## config.mk

```make
export PLATFORM = sky130hd
export DESIGN_NAME = branch_resolve
export DESIGN_NICKNAME = d
export VERILOG_FILES = /design/src/rtl/branch_resolve.sv
export SDC_FILE = /design/constraint.sdc
export NUM_CORES = 1
export LEC_CHECK = 0
export ABC_AREA = 1
export CELL_PAD_IN_SITES_DETAIL_PLACEMENT = 1
export CELL_PAD_IN_SITES_GLOBAL_PLACEMENT = 2
export CORE_MARGIN = 2
export CORE_UTILIZATION = 25
export DETAILED_ROUTE_END_ITERATION = 10
export PLACE_DENSITY = 0.84
export SYNTH_ARGS = -nofsm -noshare
export SYNTH_HDL_FRONTEND = slang
export SYNTH_SLANG_ARGS = --single-unit
```

## constraint.sdc

```tcl
create_clock -name clk -period 2.5 [get_ports clk]
set_input_delay 0.75 -clock clk [delete_from_list [all_inputs] [get_ports clk]]
set_output_delay 0.75 -clock clk [all_outputs]
set_load 0.01 [all_outputs]
```

## src/rtl/branch_resolve.sv

```systemverilog
// Execute-stage branch resolution: latches ALU flags, evaluates branch conditions,
// issues a one-cycle fetch redirect, squashes wrong-path slots and counts branches.
module branch_resolve #(
   parameter int SQUASH_DEPTH = 2,
   parameter int CNT_W        = 16
) (
   input  logic             clk,
   input  logic             rst,
   input  logic             stall,
   input  logic             ex_valid,
   input  logic             set_flags,
   input  logic             v_in,
   input  logic             z_in,
   input  logic             n_in,
   input  logic             is_branch,
   input  logic [2:0]       cond,
   input  logic [15:0]      branch_target,
   input  logic             is_jr,
   input  logic [15:0]      jr_target,
   input  logic             clr_cnt,
   output logic [2:0]       flags_q,
   output logic             redirect,
   output logic [15:0]      redirect_pc,
   output logic             squash,
   output logic [CNT_W-1:0] br_cnt,
   output logic [CNT_W-1:0] taken_cnt
);

   typedef enum logic [0:0] {RUN = 1'b0, SQUASH = 1'b1} state_t;

   localparam logic [1:0] DEPTH = 2'(SQUASH_DEPTH);

   state_t      state_r, state_s;
   logic [1:0]  sq_cnt_r, sq_cnt_s;
   logic        accepted_s;
   logic        cond_true_s;
   logic        taken_s;
   logic [15:0] target_s;

   // flags_q holds {V,Z,N}
   function automatic logic cond_eval(input logic [2:0] c, input logic [2:0] f);
      logic v, z, n, r;
      v = f[2];
      z = f[1];
      n = f[0];
      case (c)
         3'd0:    r = ~z;
         3'd1:    r = z;
         3'd2:    r = ~z & ~n;
         3'd3:    r = n;
         3'd4:    r = z | ~n;
         3'd5:    r = z | n;
         3'd6:    r = v;
         3'd7:    r = 1'b1;
         default: r = 1'b0;
      endcase
      return r;
   endfunction

   function automatic logic [CNT_W-1:0] sat_inc(input logic [CNT_W-1:0] c, input logic inc);
      logic [CNT_W-1:0] r;
      if (inc && (c != {CNT_W{1'b1}})) begin
         r = c + {{(CNT_W-1){1'b0}}, 1'b1};
      end else begin
         r = c;
      end
      return r;
   endfunction

   assign squash      = (state_r == SQUASH);
   assign accepted_s  = ex_valid & ~stall & ~squash;
   assign cond_true_s = cond_eval(cond, flags_q);
   assign taken_s     = accepted_s & (is_jr | (is_branch & cond_true_s));
   assign target_s    = is_jr ? jr_target : branch_target;

   // Next-state logic for the wrong-path squash window
   always_comb begin
      state_s  = state_r;
      sq_cnt_s = sq_cnt_r;
      case (state_r)
         RUN: begin
            if (taken_s) begin
               state_s  = SQUASH;
               sq_cnt_s = DEPTH;
            end else begin
               state_s  = RUN;
               sq_cnt_s = 2'd0;
            end
         end
         SQUASH: begin
            if (stall) begin
               sq_cnt_s = sq_cnt_r;
            end else if (sq_cnt_r <= 2'd1) begin
               state_s  = RUN;
               sq_cnt_s = 2'd0;
            end else begin
               sq_cnt_s = sq_cnt_r - 2'd1;
            end
         end
         default: begin
            state_s  = RUN;
            sq_cnt_s = 2'd0;
         end
      endcase
   end

   // State and squash counter registers
   always_ff @(posedge clk or posedge rst) begin
      if (rst) begin
         state_r  <= RUN;
         sq_cnt_r <= 2'd0;
      end else begin
         state_r  <= state_s;
         sq_cnt_r <= sq_cnt_s;
      end
   end

   // Flag latch and redirect pulse; the pulse drops regardless of stall
   always_ff @(posedge clk or posedge rst) begin
      if (rst) begin
         flags_q     <= 3'b000;
         redirect    <= 1'b0;
         redirect_pc <= 16'h0000;
      end else begin
         if (accepted_s && set_flags) begin
            flags_q <= {v_in, z_in, n_in};
         end
         redirect <= taken_s;
         if (taken_s) begin
            redirect_pc <= target_s;
         end
      end
   end

   // Saturating performance counters; clear wins over increment
   always_ff @(posedge clk or posedge rst) begin
      if (rst) begin
         br_cnt    <= {CNT_W{1'b0}};
         taken_cnt <= {CNT_W{1'b0}};
      end else if (clr_cnt) begin
         br_cnt    <= {CNT_W{1'b0}};
         taken_cnt <= {CNT_W{1'b0}};
      end else begin
         br_cnt    <= sat_inc(br_cnt, accepted_s & (is_branch | is_jr));
         taken_cnt <= sat_inc(taken_cnt, taken_s);
      end
   end

endmodule

```

==> results by group <==
Setup path
  • Largest stage delay, worst path: 600 ps
  • CP Class: flop to primary output
  • Crit path DAT: 1380 ps
  • Worst Path Max Fanout: 6
  • CP Cell Sequence: clkdlybuf4s50_1
  • Max stage delay cell, worst path: clkdlybuf4s50_1
  • Cell count along the critical path: 1
  • CP delay by family, top: buffers and inverters
  • Setup crit end kind: primary output
  • Worst Reg2Reg Path Length in Cells: 10
  • Crit path required time: 1750 ps
  • Critical path buffers and inverters: 1
  • Internal reg-to-reg setup slack: 520 ps
  • Critical Path Start Type: flop

Yosys
  • Area share of the largest cell type after synthesis: 43.53%
  • Synthesized net count: 492
  • Count leader, synth: nand2_1
  • Synth area leader: dfrtp_1
  • Post-synthesis sequential area ratio: 43.53%
  • Seq cells post-synth: 55
  • Avg Inst Size Synth: 7.121 um^2
  • Mapped Cells: 444
  • YS warnings: 0
  • Synth unique cells: 31
  • Synthesized cell area: 3162 um^2
  • Synth cell count leaders: nand2_1 (190), dfrtp_1 (55), nor2_1 (42)
  • Ys flop type: dfrtp_1
  • Top post-synthesis cells by area: dfrtp_1 (44%), nand2_1 (23%), nand3_1 (5.7%)
  • Asr flop ratio synth: 100.0%
  • Number of flops mapped to enable cells by yosys: 0

Global routing
  • Initial antenna violation count: 0
  • GRT Resource Usage Total: 15.31%
  • Vias in the first global route: 3,270
  • First-pass GRT wire length: 16,170 um
  • GR Overflow Total: 0
  • Pin count of the biggest net entering global routing: 56

Power
  • Power Dens Cells: 517.5 nW/um^2
  • Leakage Power: 2.113 nW
  • Worst VDD drop: 0.0003074 V

Placed design
  • Port Buffers: 98
  • Place WS: 147.8 ps
  • Global placement routability congestion: 0.8135
  • Dpl hpwl: 7481 um

Final layout
  • Share of cells above drive strength 1: 6.193%
  • Nets: 596
  • Area Growth Syn to Fin: 43.69%
  • Ant diodes: 0

Clock network
  • Clock transition at path regs: 70 ps
  • Clock latency on the worst-skew pair: 290 ps
  • CTS tree: built
  • CTS resizes: 0
  • Cts hold-fix bufs: 0
  • Root Buffer: clkbuf_16
  • Clock sink count: 55
  • Clock buffer depth: 2
  • Htree depth: 2
  • Num CTS Buffers: 5
  • # Post-CTS Setup Buffers: 0

Timing
  • Max Clock Skew: 4.547 ps
  • RSZ-0062 raised after global routing: no
  • Fin crit period: 2135 ps
  • Final hold viol count: 0
  • Slew of the pin with the lowest slew margin: 564.3 ps
  • Final setup TNS: 0 ps
  • Fmax achieved: 468.4 MHz
  • Hold slack final: 485.9 ps
  • Max Slew Vio Count: 0
  • Setup ws final: 365.2 ps
  • Final setup vio count: 0
  • Tcrit/Tclk final: 85.39%
  • Slew headroom: 62.09%

Hold path
  • Hold path cells: 2
  • Min-delay worst type: flop to flop

Floorplan
  • Chip Width: 116.5 um
  • Io pins: 99
  • Die Area: 13,560 um^2
  • Die Y: 116.5 um
  • Initial Util: 25.36%
  • Area of the core: 12,470 um^2
  • Rows: 41

Outcome
  • Outcome: completed

Routing
  • Vias/cell: 4.438
  • Via count: 3,200
  • Antenna Nets Post-Route: 0
  • DR DRC count: 0
  • Drt pass-1 iters: 4
  • Routed length per instance: 13.51 um
  • Routed wire length: 9742 um
  • Drt first-iter violations: 145

Run
  • Max-cap viol count: 0
-- cell type report --
class	instances	area [um^2]
Clock buffer	6	128.9
Clock inverter	2	12.51
Fill cell	1541	7923
Inverter	35	131.4
Multi-Input combinational cell	341	1583
Sequential cell	55	1376
Tap cell	172	215.2
Timing Repair Buffer	110	1096
-- where the power goes --
group	total (mW)	internal [mW]	leakage (nW)	switching, mW
logic	0.587	0.316	1.31	0.271
clock network	0.700	0.371	0.0669	0.329
registers	1.06	0.987	0.734	0.0766
-- worst min-delay path: cells and delay by family, from the launching register on --
kind             cells  cell delay, ps
AND/OR/NAND/NOR      2             110
flip-flops           1             340
-- cell families after synthesis --
| group | count (synthesis) | synth area share [%] |
|---|---|---|
| AND/OR/NAND/NOR | 296 | 39.57 |
| flip-flops | 55 | 43.53 |
| buffers and inverters | 48 | 6.411 |
| AO/OA/AOI/OAI | 24 | 4.274 |
| XOR/XNOR | 17 | 4.709 |
| multiplexers | 2 | 0.7123 |
| adder cells (fa/ha/maj) | 2 | 0.7913 |
-- per-stage QoR --
step	power, mW	std cells	area (um^2)	util [%]
3_3_place_gp	1.661	713	4402	35.31
2_1_floorplan	1.314	444	3162	-
4_1_cts	2.390	721	4543	36.44
5_1_grt	2.496	721	4543	36.44
3_5_place_dp	1.677	713	4402	35.31
6_report	2.351	721	4543	36.44
-- sequential cells by signal (all words and copies together), names as in the netlist --
name and cells:
sq_cnt_r 2, taken_cnt 16, squash 1, redirect_pc 16
br_cnt 16, redirect 1, flags_q 3
-- metal layers --
metal  track usage (%)  wire [um]
met5                 0          0
met4             3.492         89
met3             4.722        629
met2             26.90       4786
met1             18.39       4236
-- cell usage in the layout (no fill, tap or decap), types with 2 or more instances in the layout --
cell / count
nand2_1: 190
clkdlybuf4s50_1: 98
dfrtp_1: 55
nor2_1: 42
nand3_1: 36
inv_1: 30
xor2_1: 14
buf_4: 10
a21oi_1: 9
nand4_1: 8
o21ai_0: 8
nor3_1: 8
o31ai_1: 5
clkbuf_16: 5
inv_2: 4
nand2_2: 3
xnor2_1: 3
nand3b_1: 2
mux2_2: 2
ha_1: 2
buf_12: 2
-- path summary, 6_finish.rpt --
path,start,end
max in group asynchronous,rst,taken_cnt[5]
min in group asynchronous,rst,br_cnt[8]
hold / removal,redirect_pc[11],redirect_pc[11]
setup reg to reg,taken_cnt[0],taken_cnt[0]
hold reg to reg,redirect_pc[11],redirect_pc[11]
setup / recovery,taken_cnt[11],taken_cnt[11]
(Power assumes the default switching activity.)
